[config.mk]
export PLATFORM = sky130hd
export DESIGN_NAME = game_world_fsm
export DESIGN_NICKNAME = d
export VERILOG_FILES = /design/src/rtl/game_world_fsm.sv
export SDC_FILE = /design/constraint.sdc
export NUM_CORES = 1
export LEC_CHECK = 0
export CAP_MARGIN = 15
export CORE_ASPECT_RATIO = 0.9
export CORE_MARGIN = 3
export CORE_UTILIZATION = 51
export CTS_BUF_LIST = sky130_fd_sc_hd__clkbuf_4 sky130_fd_sc_hd__clkbuf_8
export CTS_CLUSTER_SIZE = 16
export DETAILED_ROUTE_END_ITERATION = 8
export PLACE_DENSITY_LB_ADDON = 0.12
export SKIP_CTS_REPAIR_TIMING = 1
export SYNTH_ARGS = -nofsm -noshare
export SYNTH_HDL_FRONTEND = slang
export SYNTH_SLANG_ARGS = --single-unit
[constraint.sdc]
create_clock -name clk -period 2.1 [get_ports clk]
set_input_delay 0.315 -clock clk [delete_from_list [all_inputs] [get_ports clk]]
set_output_delay 0.315 -clock clk [all_outputs]
set_load 0.01 [all_outputs]
[src/rtl/game_world_fsm.sv]
// Game-side world model: IDLE/RUN/CRASHED state machine, two obstacle slots with
// LFSR-driven spawning, player jump arc and collision. Everything advances on game_tick.
module game_world_fsm #(
   parameter int CONV          = 0,
   parameter int GEN_LINE      = 250,
   parameter int PLAYER_OFFSET = 6,
   parameter int OBST_SPEED    = 2,
   parameter int MIN_GAP       = 60,
   parameter int JUMP_HALF     = 12,
   parameter int JUMP_STEP     = 4,
   parameter int CLEAR_Y       = 16
) (
   input  logic             clk,
   input  logic             rst,
   input  logic             game_tick,
   input  logic             button_start,
   input  logic             button_up,
   input  logic             button_down,
   output logic [9-CONV:0]  obstacle1_pos,
   output logic [9-CONV:0]  obstacle2_pos,
   output logic [7:0]       player_y,
   output logic             player_ducking,
   output logic             crash,
   output logic             game_frozen,
   output logic [15:0]      score
);

   localparam int PW = 10 - CONV;
   localparam int CW = $clog2(2 * JUMP_HALF + 1);

   localparam logic [PW-1:0] POS_ZERO  = {PW{1'b0}};
   localparam logic [PW-1:0] POS_GEN   = PW'(GEN_LINE);
   localparam logic [PW-1:0] POS_GAP   = PW'(GEN_LINE - MIN_GAP);
   localparam logic [PW-1:0] POS_SPD   = PW'(OBST_SPEED);
   localparam logic [PW-1:0] POS_OFF   = PW'(PLAYER_OFFSET);
   localparam logic [CW-1:0] CNT_ZERO  = {CW{1'b0}};
   localparam logic [CW-1:0] CNT_ONE   = {{(CW-1){1'b0}}, 1'b1};
   localparam logic [CW-1:0] CNT_HALF  = CW'(JUMP_HALF);
   localparam logic [CW-1:0] CNT_FULL  = CW'(2 * JUMP_HALF);
   localparam logic [7:0]    Y_STEP    = 8'(JUMP_STEP);
   localparam logic [7:0]    Y_CLEAR   = 8'(CLEAR_Y);
   localparam logic [7:0]    LFSR_SEED = 8'hA5;

   typedef enum logic [1:0] {
      ST_IDLE    = 2'd0,
      ST_RUN     = 2'd1,
      ST_CRASHED = 2'd2
   } state_t;

   state_t        state_q, state_d;
   logic [PW-1:0] pos1_q, pos1_d;
   logic [PW-1:0] pos2_q, pos2_d;
   logic [7:0]    y_q, y_d;
   logic [CW-1:0] jc_q, jc_d;
   logic [15:0]   score_q, score_d;
   logic [7:0]    lfsr_q, lfsr_d;
   logic          duck_q, duck_d;
   logic          crash_q, crash_d;
   logic          frozen_q, frozen_d;

   function automatic logic [7:0] lfsr_step(input logic [7:0] v);
      lfsr_step = {v[6:0], v[7] ^ v[5] ^ v[4] ^ v[3]};
   endfunction

   function automatic logic [PW-1:0] scroll(input logic [PW-1:0] p);
      if (p <= POS_SPD) begin
         scroll = POS_ZERO;
      end else begin
         scroll = p - POS_SPD;
      end
   endfunction

   function automatic logic hit(input logic [PW-1:0] p);
      hit = (p != POS_ZERO) && (p <= POS_OFF);
   endfunction

   // Next-state and next-output computation for one game tick
   always_comb begin
      state_d  = state_q;
      pos1_d   = pos1_q;
      pos2_d   = pos2_q;
      y_d      = y_q;
      jc_d     = jc_q;
      score_d  = score_q;
      lfsr_d   = lfsr_q;
      duck_d   = duck_q;
      crash_d  = crash_q;
      frozen_d = frozen_q;
      if (game_tick) begin
         case (state_q)
            ST_RUN: begin
               score_d = score_q + 16'd1;
               lfsr_d  = lfsr_step(lfsr_q);
               pos1_d  = scroll(pos1_q);
               pos2_d  = scroll(pos2_q);
               // Eligibility uses pre-tick slots, so a slot freed this tick stays empty one more tick.
               if (lfsr_q[1:0] == 2'b00) begin
                  if (pos1_q == POS_ZERO) begin
                     if ((pos2_q == POS_ZERO) || (pos2_q < POS_GAP)) begin
                        pos1_d = POS_GEN;
                     end else begin
                        pos1_d = POS_ZERO;
                     end
                  end else if (pos2_q == POS_ZERO) begin
                     if (pos1_q < POS_GAP) begin
                        pos2_d = POS_GEN;
                     end else begin
                        pos2_d = POS_ZERO;
                     end
                  end else begin
                     pos1_d = scroll(pos1_q);
                  end
               end else begin
                  pos2_d = scroll(pos2_q);
               end

               duck_d = button_down & (y_q == 8'd0);
               if (jc_q == CNT_ZERO) begin
                  if (button_up && (y_q == 8'd0)) begin
                     jc_d = CNT_ONE;
                     y_d  = Y_STEP;
                  end else begin
                     jc_d = CNT_ZERO;
                     y_d  = y_q;
                  end
               end else if (jc_q < CNT_HALF) begin
                  y_d  = y_q + Y_STEP;
                  jc_d = jc_q + CNT_ONE;
               end else if (jc_q < CNT_FULL) begin
                  y_d  = y_q - Y_STEP;
                  jc_d = jc_q + CNT_ONE;
               end else begin
                  y_d  = 8'd0;
                  jc_d = CNT_ZERO;
               end

               if ((hit(pos1_d) || hit(pos2_d)) && (y_d < Y_CLEAR)) begin
                  state_d = ST_CRASHED;
                  crash_d = 1'b1;
               end else begin
                  state_d = ST_RUN;
                  crash_d = 1'b0;
               end
            end
            ST_IDLE, ST_CRASHED: begin
               duck_d = 1'b0;
               if (button_start) begin
                  state_d  = ST_RUN;
                  pos1_d   = POS_ZERO;
                  pos2_d   = POS_ZERO;
                  y_d      = 8'd0;
                  jc_d     = CNT_ZERO;
                  score_d  = 16'd0;
                  crash_d  = 1'b0;
                  frozen_d = 1'b0;
               end else begin
                  state_d = state_q;
               end
            end
            default: begin
               state_d  = ST_IDLE;
               duck_d   = 1'b0;
               crash_d  = 1'b0;
               frozen_d = 1'b1;
            end
         endcase
      end else begin
         state_d = state_q;
      end
   end

   // State and output registers with synchronous reset
   always_ff @(posedge clk) begin
      if (rst) begin
         state_q  <= ST_IDLE;
         pos1_q   <= POS_ZERO;
         pos2_q   <= POS_ZERO;
         y_q      <= 8'd0;
         jc_q     <= CNT_ZERO;
         score_q  <= 16'd0;
         lfsr_q   <= LFSR_SEED;
         duck_q   <= 1'b0;
         crash_q  <= 1'b0;
         frozen_q <= 1'b1;
      end else begin
         state_q  <= state_d;
         pos1_q   <= pos1_d;
         pos2_q   <= pos2_d;
         y_q      <= y_d;
         jc_q     <= jc_d;
         score_q  <= score_d;
         lfsr_q   <= lfsr_d;
         duck_q   <= duck_d;
         crash_q  <= crash_d;
         frozen_q <= frozen_d;
      end
   end

   assign obstacle1_pos  = pos1_q;
   assign obstacle2_pos  = pos2_q;
   assign player_y       = y_q;
   assign player_ducking = duck_q;
   assign crash          = crash_q;
   assign game_frozen    = frozen_q;
   assign score          = score_q;

endmodule
After elaboration in Yosys (flattened, before gate mapping)
Cells that the tools add are included.
{"block": "op_classes", "order_cmp": 9, "n_bitwise": 5, "n_eq_ne": 3, "add_sub_neg": 6, "mux": 40, "n_reduce_logical": 20}
{"op": "2-to-1 mux 10 bit", "count": 12}
{"op": "2-to-1 mux 8 bit", "count": 9}
{"op": "one-hot mux 10 bit (2 select lines)", "count": 2}
{"op": "one-hot mux 16 bit (2 select lines)", "count": 1}
{"op": "<= comparator 10 x 2 -> 1 bit (second input constant)", "count": 2}
{"op": "<= comparator 10 x 3 -> 1 bit (second input constant)", "count": 2}
{"op": "logical NOT 10 bit", "count": 2}
{"op": "less-than comparator 10 x 8 -> 1 bit (second input constant)", "count": 2}
{"op": "2-to-1 mux 5 bit", "count": 4}
{"op": "nonzero test 10 bit", "count": 2}
{"op": "subtractor 10 x 2 -> 10 bit (second input constant)", "count": 2}
{"op": "adder 16 x 1 -> 16 bit (second input constant)", "count": 1}
{"op": "2-to-1 mux 16 bit", "count": 1}
{"op": "one-hot mux 8 bit (2 select lines)", "count": 1}
{"op": "one-hot mux 5 bit (2 select lines)", "count": 1}
{"op": "adder 8 x 3 -> 8 bit (second input constant)", "count": 1}
{"op": "logical NOT 8 bit", "count": 1}
{"op": "less-than comparator 8 x 5 -> 1 bit (second input constant)", "count": 1}
{"op": "subtractor 8 x 3 -> 8 bit (second input constant)", "count": 1}
{"op": "AND reduction 3 bit", "count": 2}
{"op": "adder 5 x 1 -> 5 bit (second input constant)", "count": 1}
{"op": "logical NOT 5 bit", "count": 1}
{"op": "less-than comparator 5 x 4 -> 1 bit (second input constant)", "count": 1}
{"op": "less-than comparator 5 bit (second input constant)", "count": 1}
{"op": "16 further kinds", "count": 29}
{"block": "word_totals", "word_cells": 93, "ff_bits": 62, "in_bits": 6, "out_inout_bits": 47}

Longest topological paths before layout
{"block": "depth", "word_depth": 13, "mapped_depth": 10, "depth_no_buf": 9}

Worst setup path after synthesis
No wires, ideal clock.
{"block": "synth_path", "path_kind": "register to register", "start": "reg pos1_q[1] (netlist: obstacle1_pos[1])", "end": "reg crash_q (netlist: crash)", "t_required_ns": 2.013, "setup_ns": 0.087, "arrival_ns": 2.147, "synth_period_minus_slack_ns": 2.234, "setup_slack_ns": -0.134, "path_buffers": 1, "stages_incl_launch_ff": 9, "path_cell_list": "dfxtp_1 > buf_2 > or4_4 > xnor2_1 > o31ai_1 > a41oi_1 > o32ai_2 > nand4_2 > o31ai_1"}
{"block": "synth_via", "elab_chain_cells": 13, "word_cells_on_any_way": 25, "classes_between": "add/sub: 1; order compare: 4; mux: 13; reduce/logical: 7"}
{"item": "start, declared", "line": "51", "source": "logic [PW-1:0] pos1_q, pos1_d;"}
{"item": "start signal, assigned", "line": "187", "source": "pos1_q <= pos1_d;"}
{"item": "less-than comparator 10 x 8 -> 1 bit", "line": "105", "source": "if (pos1_q < POS_GAP) begin"}
{"item": "2-to-1 mux 8 bit", "line": "105"}
{"item": "2-to-1 mux 10 bit", "line": "104", "source": "end else if (pos2_q == POS_ZERO) begin"}
{"item": "2-to-1 mux 10 bit", "line": "98", "source": "if (pos1_q == POS_ZERO) begin"}
{"item": "2-to-1 mux 10 bit", "line": "97", "source": "if (lfsr_q[1:0] == 2'b00) begin"}
{"item": "2-to-1 mux 10 bit", "line": "90", "source": "case (state_q)"}
{"item": "2-to-1 mux 10 bit", "line": "89", "source": "if (game_tick) begin"}
{"item": "<= comparator 10 x 3 -> 1 bit / nonzero test 10 bit (equally long branches)", "line": "74", "source": "hit = (p != POS_ZERO) && (p <= POS_OFF);"}
{"item": "logical AND 1 bit", "line": "74"}
{"item": "logical OR 1 bit (*)", "line": "137", "source": "if ((hit(pos1_d) || hit(pos2_d)) && (y_d < Y_CLEAR)) begin"}
{"item": "logical AND 1 bit (*)", "line": "137"}
{"item": "2-to-1 mux 1 bit (*)", "line": "137"}
{"item": "one-hot mux 1 bit (2 select lines) (*)", "line": "90"}
{"item": "end signal, assigned", "line": "194", "source": "crash_q <= crash_d;"}
{"item": "end, declared", "line": "58", "source": "logic crash_q, crash_d;"}
Every way passes the cells marked *; elsewhere a longest branch is shown, timed or not. The select of a mux whose other input is x is not followed.
A chain may end at the register's enable or synchronous reset.

Final worst setup path
{"block": "layout_path", "start": "reg pos2_q[1] (netlist: obstacle2_pos[1])", "end": "reg crash_q (netlist: crash)"}
{"block": "layout_via", "elab_chain_cells": 13, "word_cells_on_any_way": 26, "classes_between": "add/sub: 1; order compare: 4; mux: 13; reduce/logical: 8"}
{"item": "start, declared", "line": "52", "source": "logic [PW-1:0] pos2_q, pos2_d;"}
{"item": "start signal, assigned", "line": "188", "source": "pos2_q <= pos2_d;"}
{"item": "subtractor 10 x 2 -> 10 bit (tied with other cells)", "line": "69", "source": "scroll = p - POS_SPD;"}
{"item": "2-to-1 mux 10 bit / logical OR 1 bit (equally long branches)", "line": "66, 99"}
{"item": "2-to-1 mux 10 bit / 2-to-1 mux 8 bit (equally long branches)", "line": "104, 99"}
{"item": "2-to-1 mux 10 bit", "line": "98"}
{"item": "2-to-1 mux 10 bit", "line": "97"}
{"item": "2-to-1 mux 10 bit", "line": "90"}
{"item": "2-to-1 mux 10 bit", "line": "89"}
{"item": "<= comparator 10 x 3 -> 1 bit / nonzero test 10 bit (equally long branches)", "line": "74"}
{"item": "logical AND 1 bit", "line": "74"}
{"item": "logical OR 1 bit (*)", "line": "137"}
{"item": "logical AND 1 bit (*)", "line": "137"}
{"item": "2-to-1 mux 1 bit (*)", "line": "137"}
{"item": "one-hot mux 1 bit (2 select lines) (*)", "line": "90"}
Marks and branches as above.

==> impl_metrics.env <==
export IMPL_status="complete, but fails checks"
export IMPL_failed_checks="negative setup slack"
export IMPL_clock_sinks=60
export IMPL_rows=28
export IMPL_ys_ff_latch=60
export IMPL_fin_cells=658
export IMPL_setup_viol=3
export IMPL_synth_top_area_share_pct=33.28
export IMPL_drt_first_pass_iters=5
export IMPL_fmax_mhz=441.4
export IMPL_async_flop_share_pct=0
export IMPL_fin_tns_setup_ns=-0.4020
export IMPL_wl_met3_um=759
export IMPL_grt_pass1_wl_um=16930
export IMPL_placed_area_um2=4586
export IMPL_clk_pin_slew_worst_paths_ns=0.07
export IMPL_drt_initial_drc_count=202
export IMPL_finalWorstSetupSlack_ns=-0.1655
export IMPL_grt_usage_pct=25.96
export IMPL_fin_crit_ns=2.266
export IMPL_start_util_pct=53.66
export IMPL_cp_slowest_cell="or4_4"
export IMPL_fin_crit_sh_pct=107.9
export IMPL_met2_length_um=4669
export IMPL_vias_per_cell=5.726
export IMPL_hold_depth=2
export IMPL_holdPathEnd="lfsr_q[3]$_SDFFE_PP0P_"
export IMPL_slew_violations=0
export IMPL_p_per_area_nw_per_um2=933.6
export IMPL_path_max_fanout=3
export IMPL_min_delay_start="lfsr_q[2]$_SDFFE_PP1P_"
export IMPL_cp_data_required_time_ns=2.35
export IMPL_clk_path_buf_depth=2
export IMPL_hold_violations=0
export IMPL_drc=0
export IMPL_core_um2=6726
export IMPL_dpl_hpwl_um=7161
export IMPL_synth_edf_count=0
export IMPL_slew_headroom_pct=59.04
export IMPL_grt_max_degree=17
export IMPL_power_frac_clock_pct=25.9
export IMPL_htreeDepth=3
export IMPL_ant_nets=0
export IMPL_crit_chain="or4_4, buf_4, o21ai_2, nor4b_4, a41oi_2, o32ai_2, nand4_2, o31ai_2"
export IMPL_io_buffer_count=50
export IMPL_overflow=0
export IMPL_hold_class="register to register"
export IMPL_antenna_found_initial=0
export IMPL_path_class="register to register"
export IMPL_crit_family="simple AND/OR/NAND/NOR gates"
export IMPL_tritoncts="built"
export IMPL_p_int_mw=2.920
export IMPL_p_switching_mw=1.666
export IMPL_r2r_end="crash$_SDFFE_PP0P_"
export IMPL_pwr_share_comb_pct=44.9
export IMPL_swShare_pct=36.33
export IMPL_postLayoutCellArea_um2=4912
export IMPL_fin_nets=579
export IMPL_syn2layout_area_growth_pct=36.08
export IMPL_n_fill_cell=557
export IMPL_synthCells=467
export IMPL_p_seq_share_pct=29.1
export IMPL_clock_latency_ns=0.35
export IMPL_critPathArrivalTime_ns=2.52
export IMPL_cellLeakagePower_nw=1.926
export IMPL_die_h_um=85.81
export IMPL_die_area_um2=8124
export IMPL_pin_count=53
export IMPL_drive_gt1_share_pct=20.60
export IMPL_grt_pass1_vias=3663
export IMPL_clock_skew_ns=0.008192
export IMPL_critPathBufInv=1
export IMPL_avgSynthCellArea_um2=7.730
export IMPL_ys_top_cells_by_area="dfxtp_1 (33%), nor2_1 (6.4%), a21oi_1 (5.3%)"
export IMPL_rr_startpoint="obstacle2_pos[1]$_SDFFE_PP0P_"
export IMPL_synth_common_cells="nor2_1 (62), dfxtp_1 (60), nand2_1 (47)"
export IMPL_vias=3768
export IMPL_yosysMostFrequentCell="nor2_1"
export IMPL_r2r_setup_slack_ns=-0.17
export IMPL_synthDistinctLibCells=66
export IMPL_worstSetupStartpointType="register"
export IMPL_r2r_cells=8
export IMPL_numCtsBuffers=9
export IMPL_max_vdd_ir_drop_v=0.0007862
export IMPL_routed_wl_um=9981
export IMPL_n_antenna_cell=0
export IMPL_cp_slowest_stage_delay_ns=0.55
export IMPL_yosysWarningCount=0
export IMPL_synth_area_um2=3610
export IMPL_highest_layer="met4"
export IMPL_ys_dominant_reg_cell="dfxtp_1"
export IMPL_rsz0062_at_grt="true"
export IMPL_cts_root_buf="clkbuf_8"
export IMPL_wl_met1_um=4398
export IMPL_cp_end_kind="register"
export IMPL_placedCellCount=640
export IMPL_ys_seq_area_share_pct=33.28
export IMPL_maxCapViolations=0
export IMPL_dieWidth_um=94.68
export IMPL_gp_congestion=0.9064
export IMPL_synth_top_area_cell="dfxtp_1"
export IMPL_worst_pin_slew_ns=0.6143
export IMPL_wl_per_cell_um=15.17
[power groups by stage]
| stage | registers, mW | clock network (mW) | logic [mW] |
|---|---|---|---|
| 2_1_floorplan | 1.36 | 0 | 1.17 |
| 3_3_place_gp | 1.36 | 0 | 1.83 |
| 3_5_place_dp | 1.36 | 0 | 1.88 |
| 4_1_cts | 1.33 | 1.21 | 1.90 |
| 5_1_grt | 1.35 | 1.26 | 2.27 |
| 6_report | 1.34 | 1.19 | 2.06 |
[metrics by stage]
stage               util, %  power [mW]  hold WS (ns)  setup slack [ns]
finish                73.03       4.586        0.4569           -0.1655
global placement      68.17       3.188        0.4412          -0.05915
floorplan                 -       2.529        0.4321          0.001885
CTS                   71.48       4.442        0.4589           -0.1595
global route          73.03       4.881        0.4790           -0.2611
detailed placement    68.17       3.244        0.4448          -0.09578
[per-layer routing]
| metal | track usage [%] | vias to the layer above |
|---|---|---|
| met5 | 0 | - |
| met3 | 6.842 | 16 |
| met1 | 34.62 | 1737 |
| li1 | - | 1860 |
| met4 | 8.519 | 0 |
| met2 | 40.85 | 155 |
[cell usage in the layout, fill, tap and decap left out, types with 7 or more instances in the layout]
| cell type | instances |
|---|---|
| a22oi_1 | 8 |
| o31ai_1 | 7 |
| xor2_1 | 15 |
| inv_1 | 12 |
| xnor2_1 | 8 |
| o21ai_0 | 19 |
| nor2b_1 | 7 |
| a21oi_1 | 38 |
| nand4_1 | 10 |
| nand3b_1 | 10 |
| dfxtp_1 | 55 |
| nor2_1 | 59 |
| clkbuf_8 | 9 |
| nand3_1 | 11 |
| clkdlybuf4s50_1 | 50 |
| nand2_1 | 47 |
| ha_1 | 8 |
| o21ai_1 | 9 |
| buf_4 | 68 |
| nor3_1 | 9 |
[cell type report]
type	count	area (um2)	share of cell area, %
multi-input combinational	362	2313	47.10
sequential	60	1207	24.58
clock inverter	7	98.84	2.012
inverter	12	45.04	0.9170
tap	90	112.6	2.292
clock buffer	9	123.9	2.522
timing repair buffer	118	1011	20.58
[flip-flops by register name, summed over array words and instances, names as in the netlist]
register,cells
game_frozen,1
player_ducking,1
obstacle1_pos,10
obstacle2_pos,10
jc_q,5
lfsr_q,8
state_q,2
crash,1
player_y,6
score,16
[cells by family (layout without fill, tap and decap cells)]
group                      Yosys count  in the layout  share of synthesized area (%)
and+or+nand+nor                    199            199                          28.32
AOI/OAI and AO/OA                  127            127                          23.54
DFF                                 60             60                          33.28
buffers and inverters               46            146                          5.476
xor gates and xnor gates            24             24                          5.823
adders and majority gates           10             10                          3.466
other                                1              2                         0.1039
[tightest hold or removal path, stage by stage, from the launching register on]
cell and delay, ns:
dfxtp_1 0.31, nand2_1 0.05, a21oi_1 0.05
[how the worst max path moves through the flow]
stage / start / to / slack, ns / cells after the start
after CTS: obstacle2_pos[2]$_SDFFE_PP0P_ / state_q[1]$_SDFFE_PP0P_ / -0.16 / 9
after global routing: obstacle2_pos[1]$_SDFFE_PP0P_ / crash$_SDFFE_PP0P_ / -0.26 / 8
after detailed placement: obstacle2_pos[2]$_SDFFE_PP0P_ / state_q[1]$_SDFFE_PP0P_ / -0.1 / 9
final: obstacle2_pos[1]$_SDFFE_PP0P_ / crash$_SDFFE_PP0P_ / -0.17 / 8
after global placement: jc_q[0]$_SDFFE_PP0P_ / state_q[0]$_SDFFE_PP0P_ / -0.06 / 9
after floorplan: obstacle1_pos[3]$_SDFFE_PP0P_ / state_q[0]$_SDFFE_PP0P_ / 0.002 / 8
Power figures use the tool's default switching activity.
==> RTL change: new RTL, config.mk and constraints unchanged <==
The 3 states of `state_t` get a one-hot encoding in 3 bits.
--- a/src/rtl/game_world_fsm.sv
+++ b/src/rtl/game_world_fsm.sv
@@ -43,6 +43,6 @@
 
-   typedef enum logic [1:0] {
-      ST_IDLE    = 2'd0,
-      ST_RUN     = 2'd1,
-      ST_CRASHED = 2'd2
+   typedef enum logic [2:0] {
+      ST_IDLE    = 3'b001,
+      ST_RUN     = 3'b010,
+      ST_CRASHED = 3'b100
    } state_t;
Check against the original RTL: same outputs for any inputs over 10 cycles, from zero or initial values and one cycle with rst high; not proved beyond that.
==> RTL change against the original RTL <==
- worst setup slack gained 190 ps
- die area increased by 1.4%
- sequential cell count increased by 1
- critical endpoint is now state_q[1]
- sequential share of layout area increased by 0.81 points
- first-iteration DRC count is 9.4% lower
- highest routed layer unchanged
- wire length fell by 0.26%
- synthesized area increased by 1.5%
- critical path type unchanged
- final area is 1.1% lower
- hold slack lost 6.0 ps
Power is not compared: it rests on default switching activity, and its combinational part moved more than twofold at a synthesized area within 25%.
==> RTL change: results (changes against the original RTL) <==
stage,metric,value,unit,change
status,status,"finished, final reports clean",,was finished with violations
global_routing,grt.total_usage,25.0,%,was 26.0%
placement,place_ws,-27.7,ps,was -95.8 ps
critical_path,rr_worst_depth,9,,was 8
cells_and_area,antenna_cells,0,,unchanged
placement,placed_area,0.00461,mm²,was 0.00459 mm²
critical_path,ff2ff_setup_slack,30,ps,was -170 ps
yosys,synth_common_cells,"dfxtp_1, nand2_1, nor2_1",,"was nor2_1, dfxtp_1, nand2_1"
yosys,postSynthAreaPerCell,7.57,µm²,was 7.73 µm²
cts,clk_pin_slew,70,ps,about the same
power,leakage,1.82,nW,
cells_and_area,n_fill_cell,552,,was 557
route,dr.pass1.iters,4,,was 5
cells_and_area,drive_above_1_share,17.1,%,was 20.6%
route,via_count,3824,,"was 3,768"
critical_path,cp.arrival,2300,ps,was 2520 ps
hold_path,whs_endpoint,lfsr_q[3],,unchanged
cts,cts_buffers,9,,unchanged
global_routing,antenna_found_initial,0,,unchanged
global_routing,grt_max_degree,40,,was 17
timing,max-slew-margin-rel,66.5,%,was 59.0%
yosys,ys_warn_count,0,,unchanged
route,wl_per_cell,14.9,µm,was 15.2 µm
yosys,yosysSeqAreaShare,33.3,%,about the same
global_routing,grt_pass1_wl,16500,µm,"was 16,900 µm"
critical_path,path_max_fanout,5,,was 3
cells_and_area,instances_no_fill,668,,was 658
yosys,synthTopCellsByArea,"dfxtp_1, a21oi_1, nand2_1",,"was dfxtp_1, nor2_1, a21oi_1"
route,drt_iter0_drc,183,,was 202
timing,holdWs,451,ps,was 457 ps
placement,gp_congestion,0.895,,was 0.906
cts,htree_levels,3,,unchanged
hold_path,holdCritStartpoint,lfsr_q[2],,unchanged
yosys,async_reset_ff_share,0,%,unchanged
placement,portBuffers,50,,unchanged
timing,hold_viol_final,0,,unchanged
cts,clock_latency,340,ps,
cells_and_area,largest_reg_flops,16,,unchanged
cells_and_area,num-nets-final,591,,was 579
yosys,yosysUniqueCellTypes,61,,was 66
cts,clockBufferDepth,2,,unchanged
cts,clockRootBuffer,clkbuf_8,,unchanged
critical_path,rr_startpoint,obstacle1_pos[2],,was obstacle2_pos[1]
placement,place_inst,653,,was 640
placement,post-dp-hpwl,7260,µm,was 7160 µm
critical_path,reg2reg_to,state_q[1],,was crash
power,ir_worst_vdd,0.000290,V,
yosys,ys.flop_type,dfxtp_1,,unchanged
hold_path,hold_path.class,reg -> reg,,unchanged
timing,finClkSkew,7.82,ps,was 8.19 ps
global_routing,grt_pass1_vias,3558,,"was 3,663"
## RTL change: how the worst max path moves through the flow
stage                       endpoint  slack [ps]  cells past startpoint
final                     state_q[1]          30                      9
after global routing      state_q[1]         -60                      9
after CTS                 state_q[1]         -70                      8
after detailed placement  state_q[1]         -30                      8
after global placement    state_q[1]           2                      8
after floorplan           state_q[1]         -10                      8
## RTL change: power by group
group	internal [W]	switching, W
clock	0.000592	0.000438
sequential	0.00116	0.00000478
combinational	0.0000567	0.0000827
total	0.00181	0.000525
## RTL change: cell families (layout without fill, tap and decap cells)
family | Yosys count | after routing | share of synthesized area (%)
xor gates and xnor gates | 21 | 21 | 5.02
AOI/OAI and AO/OA | 127 | 127 | 21.6
muxes | 2 | 2 | 0.581
and+or+nand+nor | 215 | 215 | 30.6
buffers and inverters | 47 | 140 | 5.36
DFF | 61 | 61 | 33.3
adders and majority gates | 10 | 10 | 3.42
other | 1 | 2 | 0.102
## RTL change: critical path, cell delays in order (launching register included)
cell	delay [ps]
dfxtp_2	370
inv_1	80
ha_1	170
nor2b_1	140
o211ai_1	280
nand2_1	110
a221oi_1	310
buf_4	180
o2111ai_1	120
o21a_1	190
## RTL change: layer usage
metal  share of wire, %  up-vias  global-route usage (%)
met5                  0        -                       0
met4                1.3        0                    7.08
met3                5.3       16                    4.69
met2                 47      105                    41.9
met1                 46     1795                    32.6
li1                   -     1908                       -
## RTL change: cell type report
class	instances	area, µm²	area share (%)
multi-input combinational	377	2300	47.4
timing repair buffer	110	963	19.8
clock buffer	12	153	3.14
sequential	61	1230	25.4
clock inverter	2	35.0	0.721
inverter	16	60.1	1.24
tap	90	113	2.32
